==> src/rtl/fifo_hsk_pkg.sv <==
// Shared helpers for the parametrised req/ack FIFO: pointer/count widths
// and the explicit non-power-of-2 pointer wrap.
package fifo_hsk_pkg;

    localparam int MIN_DEPTH = 2;

    function automatic int ptr_w(input int depth);
        return (depth <= 2) ? 1 : $clog2(depth);
    endfunction

    function automatic int cnt_w(input int depth);
        return (depth < 1) ? 1 : $clog2(depth + 1);
    endfunction

    // Wraps at depth-1 rather than at 2^PW so odd depths never touch dead slots.
    function automatic int ptr_inc(input int ptr, input int depth);
        return (ptr >= depth - 1) ? 0 : ptr + 1;
    endfunction

endpackage

==> src/rtl/fifo_hsk_mem.sv <==
// WIDTH x DEPTH storage array for fifo_hsk_param: one synchronous write
// port and one combinational read port.
module fifo_hsk_mem
    import fifo_hsk_pkg::*;
#(
    parameter int WIDTH = 8,
    parameter int DEPTH = 12,
    parameter int AW    = ptr_w(DEPTH)
) (
    input  logic             clk,
    input  logic             we,
    input  logic [AW-1:0]    waddr,
    input  logic [WIDTH-1:0] wdata,
    input  logic [AW-1:0]    raddr,
    output logic [WIDTH-1:0] rdata
);

    logic [WIDTH-1:0] mem [DEPTH];

    always_ff @(posedge clk) begin
        if (we) begin
            mem[waddr] <= wdata;
        end
    end

    assign rdata = mem[raddr];

endmodule

==> src/rtl/fifo_hsk_param.sv <==
// Single-clock req/ack FIFO with arbitrary DEPTH, occupancy count, almost
// flags and synchronous flush. Define FIFO_HSK_BYPASS_EN for empty cut-through.
module fifo_hsk_param
    import fifo_hsk_pkg::*;
#(
    parameter int WIDTH     = 8,
    parameter int DEPTH     = 12,
    parameter int AF_THRESH = DEPTH - 2,
    parameter int AE_THRESH = 1
) (
    input  logic                    clk,
    input  logic                    resetn,
    input  logic                    push_req,
    input  logic [WIDTH-1:0]        data_in,
    output logic                    push_ack,
    input  logic                    pop_req,
    output logic                    pop_ack,
    output logic [WIDTH-1:0]        data_out,
    input  logic                    flush,
    output logic                    full,
    output logic                    empty,
    output logic                    almost_full,
    output logic                    almost_empty,
    output logic [cnt_w(DEPTH)-1:0] count
);

    localparam int PW = ptr_w(DEPTH);
    localparam int CW = cnt_w(DEPTH);

    if (DEPTH < MIN_DEPTH) begin : g_depth_chk
        $error("fifo_hsk_param: DEPTH (%0d) must be >= 2", DEPTH);
    end
    if (AF_THRESH < 1 || AF_THRESH > DEPTH) begin : g_af_chk
        $error("fifo_hsk_param: AF_THRESH (%0d) must be in 1..DEPTH", AF_THRESH);
    end
    if (AE_THRESH < 0 || AE_THRESH > DEPTH - 1) begin : g_ae_chk
        $error("fifo_hsk_param: AE_THRESH (%0d) must be in 0..DEPTH-1", AE_THRESH);
    end

    logic [PW-1:0]    wr_ptr;
    logic [PW-1:0]    rd_ptr;
    logic [WIDTH-1:0] rd_word;
    logic             push_hsk;
    logic             pop_hsk;
    logic             bypass;
    logic             mem_we;
    logic [CW-1:0]    count_nxt;

    assign full         = (count == CW'(DEPTH));
    assign empty        = (count == '0);
    assign almost_full  = (count >= CW'(AF_THRESH));
    assign almost_empty = (count <= CW'(AE_THRESH));

    assign push_ack = push_req && !full && !flush;
    assign push_hsk = push_req && push_ack;

`ifdef FIFO_HSK_BYPASS_EN
    assign bypass = empty && push_hsk && pop_req && !flush;
`else
    assign bypass = 1'b0;
`endif

    // The pop side may look at push_hsk, but never the reverse, so no loop.
    assign pop_ack = pop_req && !flush && (!empty || bypass);
    assign pop_hsk = pop_req && pop_ack;

    assign mem_we    = push_hsk && !bypass;
    assign count_nxt = count + CW'(mem_we) - CW'(pop_hsk && !bypass);

    fifo_hsk_mem #(
        .WIDTH (WIDTH),
        .DEPTH (DEPTH),
        .AW    (PW)
    ) u_mem (
        .clk   (clk),
        .we    (mem_we),
        .waddr (wr_ptr),
        .wdata (data_in),
        .raddr (rd_ptr),
        .rdata (rd_word)
    );

    always_ff @(posedge clk or negedge resetn) begin
        if (!resetn) begin
            wr_ptr   <= '0;
            rd_ptr   <= '0;
            count    <= '0;
            data_out <= '0;
        end else if (flush) begin
            wr_ptr <= '0;
            rd_ptr <= '0;
            count  <= '0;
        end else begin
            count <= count_nxt;
            if (mem_we) begin
                wr_ptr <= PW'(ptr_inc(int'(wr_ptr), DEPTH));
            end
            if (bypass) begin
                data_out <= data_in;
            end else if (pop_hsk) begin
                data_out <= rd_word;
                rd_ptr   <= PW'(ptr_inc(int'(rd_ptr), DEPTH));
            end
        end
    end

endmodule

==> config.mk <==
export PLATFORM = sky130hd
export DESIGN_NAME = fifo_hsk_param
export DESIGN_NICKNAME = d
export VERILOG_FILES = /design/src/rtl/fifo_hsk_pkg.sv /design/src/rtl/fifo_hsk_mem.sv /design/src/rtl/fifo_hsk_param.sv
export SDC_FILE = /design/constraint.sdc
export NUM_CORES = 1
export LEC_CHECK = 0
export BUFFER_PORTS_ARGS = -buffer_cell sky130_fd_sc_hd__buf_4
export CAP_MARGIN = 20
export CELL_PAD_IN_SITES_DETAIL_PLACEMENT = 0
export CELL_PAD_IN_SITES_GLOBAL_PLACEMENT = 2
export CORE_ASPECT_RATIO = 1.2
export CORE_MARGIN = 2
export CORE_UTILIZATION = 49
export DETAILED_ROUTE_END_ITERATION = 10
export GPL_TIMING_DRIVEN = 0
export PLACE_DENSITY_LB_ADDON = 0.1
export SETUP_SLACK_MARGIN = 0.5
export SYNTH_ARGS = -nofsm -noshare
export SYNTH_HDL_FRONTEND = slang
export SYNTH_HIERARCHICAL = 1
export SYNTH_SLANG_ARGS = --single-unit
==> constraint.sdc <==
create_clock -name clk -period 6.1 [get_ports clk]
set_input_delay 0.61 -clock clk [delete_from_list [all_inputs] [get_ports clk]]
set_output_delay 0.61 -clock clk [all_outputs]
set_load 0.02 [all_outputs]
# Word level (Yosys, flattened, before mapping)
# Memory sizes are Yosys's and may differ from the RTL's. A register that Yosys moved wholly into a read port is not among the register bits.
# Index checks and enable logic that the tools add are counted.
# word_totals
in_bits	13
n_memories	1
out_inout_bits	18
word_cells	37
mem_bits_rw	96
register_bits	12
# mem_list
memory	words	word_bits	read_ports	rd_clocked_by_memory_dff	write_ports	line	text
u_mem.mem	12	8	1	1	1	fifo_hsk_mem.sv:18	logic [WIDTH-1:0] mem [DEPTH];
# classes
add_sub_neg	4
bitwise_logic	1
magnitude_cmp	4
reduce_logical	14
n_mux	9
eq_ne	1
# ops
op	count
$mux W4	7
$ge A4 B4 Y1 const B	3
$add A4 B1 Y4 const B	2
$logic_and A1 B1 Y1	6
$add A4 B1 Y4	1
$eq A4 B4 Y1 const B	1
$le A4 B1 Y1 const B	1
$logic_not A1 Y1	4
$logic_not A4 Y1	1
$reduce_bool A2 Y1	2
$sub A4 B1 Y4	1
$mux W1	2
$reduce_and A2 Y1	1
$not A1 Y1	1

# Depth between registers and ports, before layout
# Gate-level depths: netlist of run 1.
# depth
ltp_word	8
ltp_mapped	11
depth_no_buf	11

# Hierarchy
# The synthesis of run 1 kept the hierarchy.
# modules_own_cells
module	cells_each	instances	seq_area_each_um2	area_each_um2
fifo_hsk_mem	174	1	2882.8	3713.6
fifo_hsk_param	103	1	500.5	1098.6

# Worst setup path after synthesis of run 1
# No wires, ideal clock.
# synth_timing
kind	register -> register
startpoint	register count[2]
endpoint	memory u_mem.mem[0][0], enable pin
required_ns	5.717
n_path_buf	0
path_slack_ns	3.137
path_stages_with_launch	8
arrival_time_ns	2.580
setup_ns	0.383
path_cell_list	dfrtp_1 ha_1 or3b_2 inv_1 or3_1 inv_1 or3b_2 nor3_1
# synth_between
elab_chain_cells	7
# synth_lines
item	line	text
start, declared	fifo_hsk_param.sv:24	output logic [cnt_w(DEPTH)-1:0] count
start signal, assigned	fifo_hsk_param.sv:94	count <= count_nxt;
$eq A4 B4 Y1	fifo_hsk_param.sv:49	assign full = (count == CW'(DEPTH));
named net full	fifo_hsk_param.sv:20	output logic full,
$logic_not A1 Y1	fifo_hsk_param.sv:54	assign push_ack = push_req && !full && !flush;
$logic_and A1 B1 Y1 (2 in series)	fifo_hsk_param.sv:54	
$logic_and A1 B1 Y1	fifo_hsk_param.sv:55	assign push_hsk = push_req && push_ack;
named net mem_we	fifo_hsk_param.sv:46	logic mem_we;
$mux W1	fifo_hsk_mem.sv:21	if (we) begin
$mux W1 (not written as such)	fifo_hsk_mem.sv:22	mem[waddr] <= wdata;
end, declared	fifo_hsk_mem.sv:18	
# The timed path passes the listed nets, and every way through them passes these cells.

# Final worst setup path of run 1
# layout_timing
startpoint	register count[3]
endpoint	memory u_mem.mem[2][6], enable pin
# layout_between
elab_chain_cells	7
# layout_lines
item	line
$eq A4 B4 Y1	fifo_hsk_param.sv:49
$logic_not A1 Y1	fifo_hsk_param.sv:54
$logic_and A1 B1 Y1 (2 in series)	fifo_hsk_param.sv:54
$logic_and A1 B1 Y1	fifo_hsk_param.sv:55
named net mem_we	fifo_hsk_param.sv:46
$mux W1	fifo_hsk_mem.sv:21
$mux W1 (not written as such)	fifo_hsk_mem.sv:22
# The timed path passes the listed nets, and every way through them passes these cells.

==> reports/qor.txt, run 1 <==
STA
------------------------------------------------------------------------------------
Minimum period implied by the final worst setup slack                        3.05 ns
Slew headroom                                                                  0.363
Final worst-path cycle share                                                   0.501
Highest Clock Rate                                                         0.328 GHz
Setup repair after global routing missed its margin                            false
Max-slew violation total from the final report                                     0
# setup viols final                                                                0
Number of endpoints with negative hold slack in the final report                   0
Summed negative setup slack over all endpoints                                  0 ns
Clock Skews                                                               0.00879 ns
Worst-margin pin slew                                                       0.952 ns
Setup slack of the critical path after layout                                3.05 ns

PLACED DESIGN
------------------------------------------------------------------------------------
PortBufs                                                                          30
Half-perimeter wire length after placement                                   6410 um
# placed instances                                                               433
Placer congestion estimate                                                     0.734
Setup Slack @ Placement                                                      3.07 ns

SYNTHESIS
------------------------------------------------------------------------------------
Number of flip-flops and latches in the synthesized netlist                      116
EDFF count, synth                                                                 96
Post-synthesis cell count                                                        277
Top flip-flop cell by instance count after synthesis                        edfxtp_1
Net count after synthesis                                                        301
Share of flip-flops with an asynchronous set or reset after synthesis          0.172
Leading post-synthesis cells by cell area                               edfxtp_1 (60%), dfrtp_1 (10%), mux4_2 (6.6%)
Yosys cell types                                                                  37
Proportion of synthesized chip area in sequential cells                        0.703
Netlist Area Pre-Place                                                     4810 um^2
Synth warnings                                                                     6
Largest area contributor in the synthesized netlist                         edfxtp_1
Share of the synthesized area in the top cell type                             0.599
Mean post-synth cell area                                                  17.4 um^2

ROUTING
------------------------------------------------------------------------------------
Vias per std cell                                                               5.73
Number of DRC violations after detailed-routing iteration 0                      109
Post-route antenna net violation count                                             0
DR vias                                                                        2,663
DR pass1 iterations                                                                4
Average routed wire per standard cell                                        20.8 um
WL final                                                                     9660 um
Detailed-route DRC error count                                                     0

CLOCK TREE
------------------------------------------------------------------------------------
Number of H-tree levels                                                            4
Clock tree from TritonCTS                                                       done
Total CTS buffers                                                                 17
Clock root buffer master                                                   clkbuf_16
Hold Buf Count CTS                                                                 0
Reg clk slew, reported paths                                                 0.05 ns
Number of setup buffers added after CTS                                            0
Deepest clock path buffer count                                                    2
Clock insertion delay at the later pin of the skew report                    0.41 ns
Sinks on Clock Net                                                               116
Number of gates given a new drive strength after cts                               0

WORST SETUP PATH
------------------------------------------------------------------------------------
Setup crit end kind                                                             flop
CP Max Fanout                                                                      8
Worst reg-to-reg setup slack                                                 3.05 ns
Kind of critical path                                                   flop to flop
Reg2Reg Capture Point                                                   u_mem/mem[2][6]
Worst reg2reg path startpoint                                               count[3]
Required @ worst endpoint                                                    6.12 ns
Worst r2r path cells                                                               7
Arrival time of the worst setup path                                         3.08 ns
Critical Path Start Type                                                        flop

FINAL LAYOUT
------------------------------------------------------------------------------------
Filler Cell Count                                                                754
Ratio of cells with drive above 1 in the final layout                          0.272
Most common cell after layout, fill and taps aside                          edfxtp_1
Post-route insts no fill                                                         465
Highest-count cells in the layout ignoring fill and taps                edfxtp_1 (96), buf_4 (33), dfrtp_1 (20)
Finished Core Util                                                             0.607
Number of antenna repair diodes                                                    0
Number of nets in the layout                                                     353
Area growth from synthesis to layout                                           20.6%

PWR
------------------------------------------------------------------------------------
Power Internal                                                             0.00180 W
Sw Share                                                                       0.255
Sequential cell fraction of total power                                        0.393
Switching power                                                           0.000614 W
Leakage power                                                                2.08 nW
Clock share of power                                                           0.402
Combinational fraction of design power                                         0.206
Max rail drop VDD                                                           0.190 mV
Pwr dens                                                                 416 nW/um^2

FLOORPLANNING
------------------------------------------------------------------------------------
Die extent in y                                                               113 um
Starting utilization of the core area                                          0.503
Area of the core                                                           9560 um^2
Die width                                                                    94.5 um
Top-level port count                                                              31
Std-Cell Rows                                                                     39
Overall die area                                                         10,600 um^2

RUN
------------------------------------------------------------------------------------
Number of max-cap violations                                                       0

GRT
------------------------------------------------------------------------------------
Via count of the first global-routing pass                                     2,736
Maximum number of pins on one net before global-route repair                      21
GRT Total Usage                                                                0.200
Congestion Overflow GR                                                             0
Number of antenna violations at the first check in global routing                  0
Global-route wire length before repair                                     14,900 um

WORST HOLD PATH
------------------------------------------------------------------------------------
Type of the tightest min-delay check                                    input port to asynchronous set/reset pin

OUTCOME
------------------------------------------------------------------------------------
Run status                                                              finished clean

per-stage QoR:
step | power [W] | cell area (um^2) | hold slack, ns
floorplan | 0.00129 | 4810 | 0.314
global placement | 0.00146 | 5190 | 0.494
detailed placement | 0.00146 | 5210 | 0.497
CTS | 0.00243 | 5800 | 0.0885
global route | 0.00251 | 5800 | 0.0921
finish | 0.00241 | 5800 | 0.0877
worst max-delay path: stages, from the launching register on:
cell and delay, ns:
dfrtp_1 0.42, ha_1 0.20, or3b_2 0.23, inv_1 0.10
or3_1 0.37, inv_1 0.11, or3b_2 0.49, nor2_1 0.73
flip-flops by register name, summed over array words and instances, names as in the netlist:
signal and flops:
u_mem/mem 96, data_out 8, wr_ptr 4, rd_ptr 4
count 4
per-layer routing:
layer,routed length [um],global-route usage,up-vias
li1,-,-,1215
met1,3870,0.235,1358
met2,5090,0.335,68
met3,385,0.0544,22
met4,310,0.106,0
met5,0,0,-
kinds of logic after synthesis:
group / after synthesis / share of synthesized area
compound gates: 44 / 0.0575
xor+xnor: 1 / 0.00182
fa+ha+maj: 11 / 0.0302
buf+inv: 20 / 0.0237
flops: 116 / 0.703
mux: 40 / 0.129
simple gates: 45 / 0.0546
synthesized netlist by cell type, drive strengths merged, types with 7 or more instances:
| library cell | n |
|---|---|
| mux4 | 16 |
| nor2 | 14 |
| a21oi | 12 |
| buf | 7 |
| dfrtp | 20 |
| o21ai | 14 |
| mux2 | 8 |
| a22oi | 8 |
| inv | 11 |
| mux2i | 16 |
| ha | 10 |
| o221ai | 8 |
| edfxtp | 96 |
power by group through the flow:
stage | Clock, W | Sequential [W] | Combinational [W]
after floorplan | 0 | 0.000997 | 0.000294
after global placement | 0 | 0.000959 | 0.000498
after detailed placement | 0 | 0.000961 | 0.000501
after CTS | 0.000981 | 0.000948 | 0.000503
after global routing | 0.00102 | 0.000954 | 0.000536
final | 0.000968 | 0.000946 | 0.000496
worst max-delay path by stage:
| stage | slack, ns | to | from |
|---|---|---|---|
| 2_1_floorplan | 3.14 | u_mem/mem[0][0] | count[2] |
| 3_3_place_gp | 2.66 | u_mem/mem[0][6] | count[3] |
| 3_5_place_dp | 3.07 | u_mem/mem[2][4] | count[3] |
| 4_1_cts | 3.04 | u_mem/mem[2][6] | count[3] |
| 5_1_grt | 2.90 | u_mem/mem[3][4] | count[3] |
| 6_report | 3.05 | u_mem/mem[2][6] | count[3] |
layout make-up:
type | count | area [um^2] | share of cell area
Sequential cell | 116 | 3380 | 0.583
Multi-Input combinational cell | 141 | 1320 | 0.227
Clock buffer | 27 | 513 | 0.0884
Timing Repair Buffer | 33 | 248 | 0.0427
Tap cell | 123 | 154 | 0.0265
Clock inverter | 5 | 75.1 | 0.0129
Buffer | 9 | 67.6 | 0.0116
Inverter | 11 | 46.3 | 0.00798
(Power assumes the default switching activity.)
==> run 2: changes to the inputs <==
Settings changed: ABC_AREA from default to 1, CORE_UTILIZATION 49 to 40.
Clock period 6.1 ns to 3.12 ns, I/O delays scaled along.
==> run 2 against run 1 <==
Non-clock buffer count up 8; final cell count up 59%; setup slack worse by 2.3 ns; sequential share of layout area down 4.6 points; largest cell class unchanged; wire length up 29%; combinational power rose to 2.9 times the previous value; total power up 120%; sequential power up 97%; clock skew down 0.0023 ns; utilization down 11 points.
==> reports/qor.txt, run 2 <==
GRT
------------------------------------------------------------------------------------
Via count of the first global-routing pass                                     3,465   +27%
Global-route wire length before repair                                     19,100 um   +28%
GRT Total Usage                                                                0.192   -0.00792
Maximum number of pins on one net before global-route repair                      21   unchanged
Number of antenna violations at the first check in global routing                  0   unchanged
Congestion Overflow GR                                                             0   unchanged

WORST SETUP PATH
------------------------------------------------------------------------------------
Required @ worst endpoint                                                    3.41 ns   -2.71 ns
Worst reg2reg path startpoint                                               count[2]
Critical Path Start Type                                                        flop
Cell type group with the largest total delay on the critical path        adder cells
Critical path, cell by cell                                             inv_1 -> ha_1 -> nand2_2 -> nand2_4 -> inv_2 -> ha_1 -> inv_1 -> ha_1 -> fa_1 -> o21ai_0 -> a21oi_1
Setup crit end kind                                                             flop
Max stage delay cell, worst path                                             dfrtp_1
Largest stage delay on the critical path                                     0.39 ns   -0.34 ns
CP Max Fanout                                                                      9   +1
Kind of critical path                                                   flop to flop
Cell seen most often among critical-path stages                                 ha_1
Critical Path Source                                                        count[2]
Number of buffers and inverters on the critical path                               3   +1
Arrival time of the worst setup path                                         2.65 ns   -0.43 ns

ROUTING
------------------------------------------------------------------------------------
Met1 wire length                                                             5220 um   +35%
Number of DRC violations after detailed-routing iteration 0                      136   +25%
Vias per std cell                                                               4.84   -15%
DR pass1 iterations                                                                4   unchanged
Amount of wire on met3 after detailed routing                                 417 um   +8.3%
DR vias                                                                        3,588   +35%
Post-route antenna net violation count                                             0   unchanged
Met2 routed WL                                                               6600 um   +30%
WL final                                                                   12,500 um   +29%
Highest metal layer with signal wires                                           met4
Detailed-route DRC error count                                                     0   unchanged
Average routed wire per standard cell                                        16.8 um   -19%

FINAL LAYOUT
------------------------------------------------------------------------------------
Number of flip-flops under the largest register name                              96   unchanged
Filler Cell Count                                                              1,187   +57%
Highest-count cells in the layout ignoring fill and taps                nand2_1 (141), edfxtp_1 (96), inv_1 (75)
Largest registers                                                       u_mem/mem (96), data_out (8)
Most common cell after layout, fill and taps aside                           nand2_1
Area growth from synthesis to layout                                           19.7%
Register with the most flip-flops                                          u_mem/mem
Number of nets in the layout                                                     588   +67%
Number of antenna repair diodes                                                    0   unchanged
Area of the multi-input gates                                              1420 um^2   +7.6%
Sequential cell area                                                       3380 um^2   unchanged
Ratio of cells with drive above 1 in the final layout                          0.149   -0.123
Finished Core Util                                                             0.493   -0.114
Post-route insts no fill                                                         741   +59%

SYNTHESIS
------------------------------------------------------------------------------------
EDFF count, synth                                                                 96   unchanged
Netlist Area Pre-Place                                                     5270 um^2   +9.4%
Share of the synthesized area in the top cell type                             0.548   -0.0515
Synth warnings                                                                     6   unchanged
Net count after synthesis                                                        538   +79%
Yosys cell types                                                                  27   -27%
Top flip-flop cell by instance count after synthesis                        edfxtp_1
Largest area contributor in the synthesized netlist                         edfxtp_1
Commonest cells in the netlist                                          nand2_1 (141), edfxtp_1 (96), inv_1 (75)
Proportion of synthesized chip area in sequential cells                        0.643   -0.0605
Leading post-synthesis cells by cell area                               edfxtp_1 (55%), nand2_1 (10%), dfrtp_1 (9.5%)
Mean post-synth cell area                                                  10.2 um^2   -41%
Post-synthesis cell count                                                        514   +86%
Number of flip-flops and latches in the synthesized netlist                      116   unchanged
Cell with the most instances after synthesis                                 nand2_1
Share of flip-flops with an asynchronous set or reset after synthesis          0.172   unchanged

FLOORPLANNING
------------------------------------------------------------------------------------
Die extent in y                                                               130 um   +15%
Area of the core                                                         12,800 um^2   +34%
Std-Cell Rows                                                                     45   +15%
Overall die area                                                         14,100 um^2   +33%
Starting utilization of the core area                                          0.412   -0.0912
Top-level port count                                                              31   unchanged
Die width                                                                     109 um   +15%

PWR
------------------------------------------------------------------------------------
Leakage power                                                                2.76 nW   +33%
Power after layout                                                         0.00525 W   +120%
Max rail drop VDD                                                           0.419 mV   +120%
Pwr dens                                                                 833 nW/um^2   +100%

CLOCK TREE
------------------------------------------------------------------------------------
Clock insertion delay at the later pin of the skew report                    0.41 ns   about the same
Clock tree from TritonCTS                                                       done
Sinks on Clock Net                                                               116   unchanged
Clock root buffer master                                                   clkbuf_16
Total CTS buffers                                                                 17   unchanged
Number of gates given a new drive strength after cts                               0   unchanged
Reg clk slew, reported paths                                                 0.05 ns   about the same
Deepest clock path buffer count                                                    2   unchanged
Number of setup buffers added after CTS                                            0   unchanged
Number of H-tree levels                                                            4   unchanged

STA
------------------------------------------------------------------------------------
# setup viols final                                                                0   unchanged
Minimum period implied by the final worst setup slack                        2.36 ns   -0.694 ns
Summed negative setup slack over all endpoints                                  0 ns   unchanged
Highest Clock Rate                                                         0.424 GHz   +29%
Clock Skews                                                               0.00654 ns   -0.00225 ns
Max-slew violation total from the final report                                     0   unchanged
Setup repair after global routing missed its margin                            false
Worst-margin pin slew                                                       0.921 ns   -0.0309 ns
Final worst-path cycle share                                                   0.756   +0.256
Slew headroom                                                                  0.384   +0.0207
Number of endpoints with negative hold slack in the final report                   0   unchanged

PLACED DESIGN
------------------------------------------------------------------------------------
# placed instances                                                               708   +64%
PortBufs                                                                          30   unchanged
Placer congestion estimate                                                     0.784   +6.9%
Half-perimeter wire length after placement                                   8640 um   +35%

RUN
------------------------------------------------------------------------------------
Number of max-cap violations                                                       0   unchanged

WORST HOLD PATH
------------------------------------------------------------------------------------
Type of the tightest min-delay check                                    input port to flop
Hold wc startpoint                                                             flush

OUTCOME
------------------------------------------------------------------------------------
Run status                                                              finished clean

-- run 2: metal layers --
layer,GRT usage,vias up
li1,-,1780
met1,0.221,1715
met2,0.344,79
met3,0.0523,14
met4,0.0656,0
met5,0,-
-- run 2: report_power, final --
part	internal (W)	switching, W	leakage (nW)
Sequential	0.00178	0.0000773	1.13
Clock	0.00132	0.000643	0.293
Combinational	0.000531	0.000898	1.34
Total	0.00363	0.00162	2.76
-- run 2: final timing paths --
kind | endpoint | slack, ns | depth (start not counted)
max | count[2] | 0.76 | 11
min | count[0] | 0.08 | 2
max reg2reg | count[2] | 0.76 | 11
min reg2reg | data_out[1] | 0.48 | 2
max in group asynchronous | count[1] | 2.56 | 2
min in group asynchronous | rd_ptr[1] | 0.34 | 2
-- run 2: area by class of cell --
cell class                 instances  area share
inverter                          78      0.0473
clock buffer                      19      0.0687
multi-input combinational        301       0.225
sequential                       116       0.537
buffer                            19      0.0268
tap                              164      0.0326
timing repair buffer              31      0.0373
clock inverter                    13      0.0260
-- run 2: worst reg2reg max path, cell delays in order, from the launching register on --
cell and delay (ns):
dfrtp_1 0.39, inv_1 0.14, ha_1 0.23, nand2_2 0.09
nand2_4 0.12, inv_2 0.13, ha_1 0.29, inv_1 0.04
ha_1 0.20, fa_1 0.38, o21ai_0 0.17, a21oi_1 0.06
-- run 2: kinds of logic (layout without fill, tap and decap cells) --
kind of cell    after synthesis  count (layout)  synth area share
flops                       116             116             0.643
fa+ha+maj                    11              11            0.0276
buf+inv                      97             160            0.0886
compound gates               44              44            0.0440
simple gates                246             246             0.197
-- run 2: metrics by stage --
step | area, um^2 | setup slack, ns | hold WS, ns
4_1_cts | 6300 | 0.727 | 0.0603
2_1_floorplan | 5270 | 0.886 | 0.0164
3_5_place_dp | 5700 | 0.761 | 0.226
3_3_place_gp | 5700 | 0.763 | 0.222
5_1_grt | 6300 | 0.565 | 0.0653
6_report | 6300 | 0.761 | 0.0776
-- run 2: repair_timing --
item	in CTS	in global routing
hold buffers	1	0
hold endpoints to repair	20	0
endpoints found under the setup margin	0	0
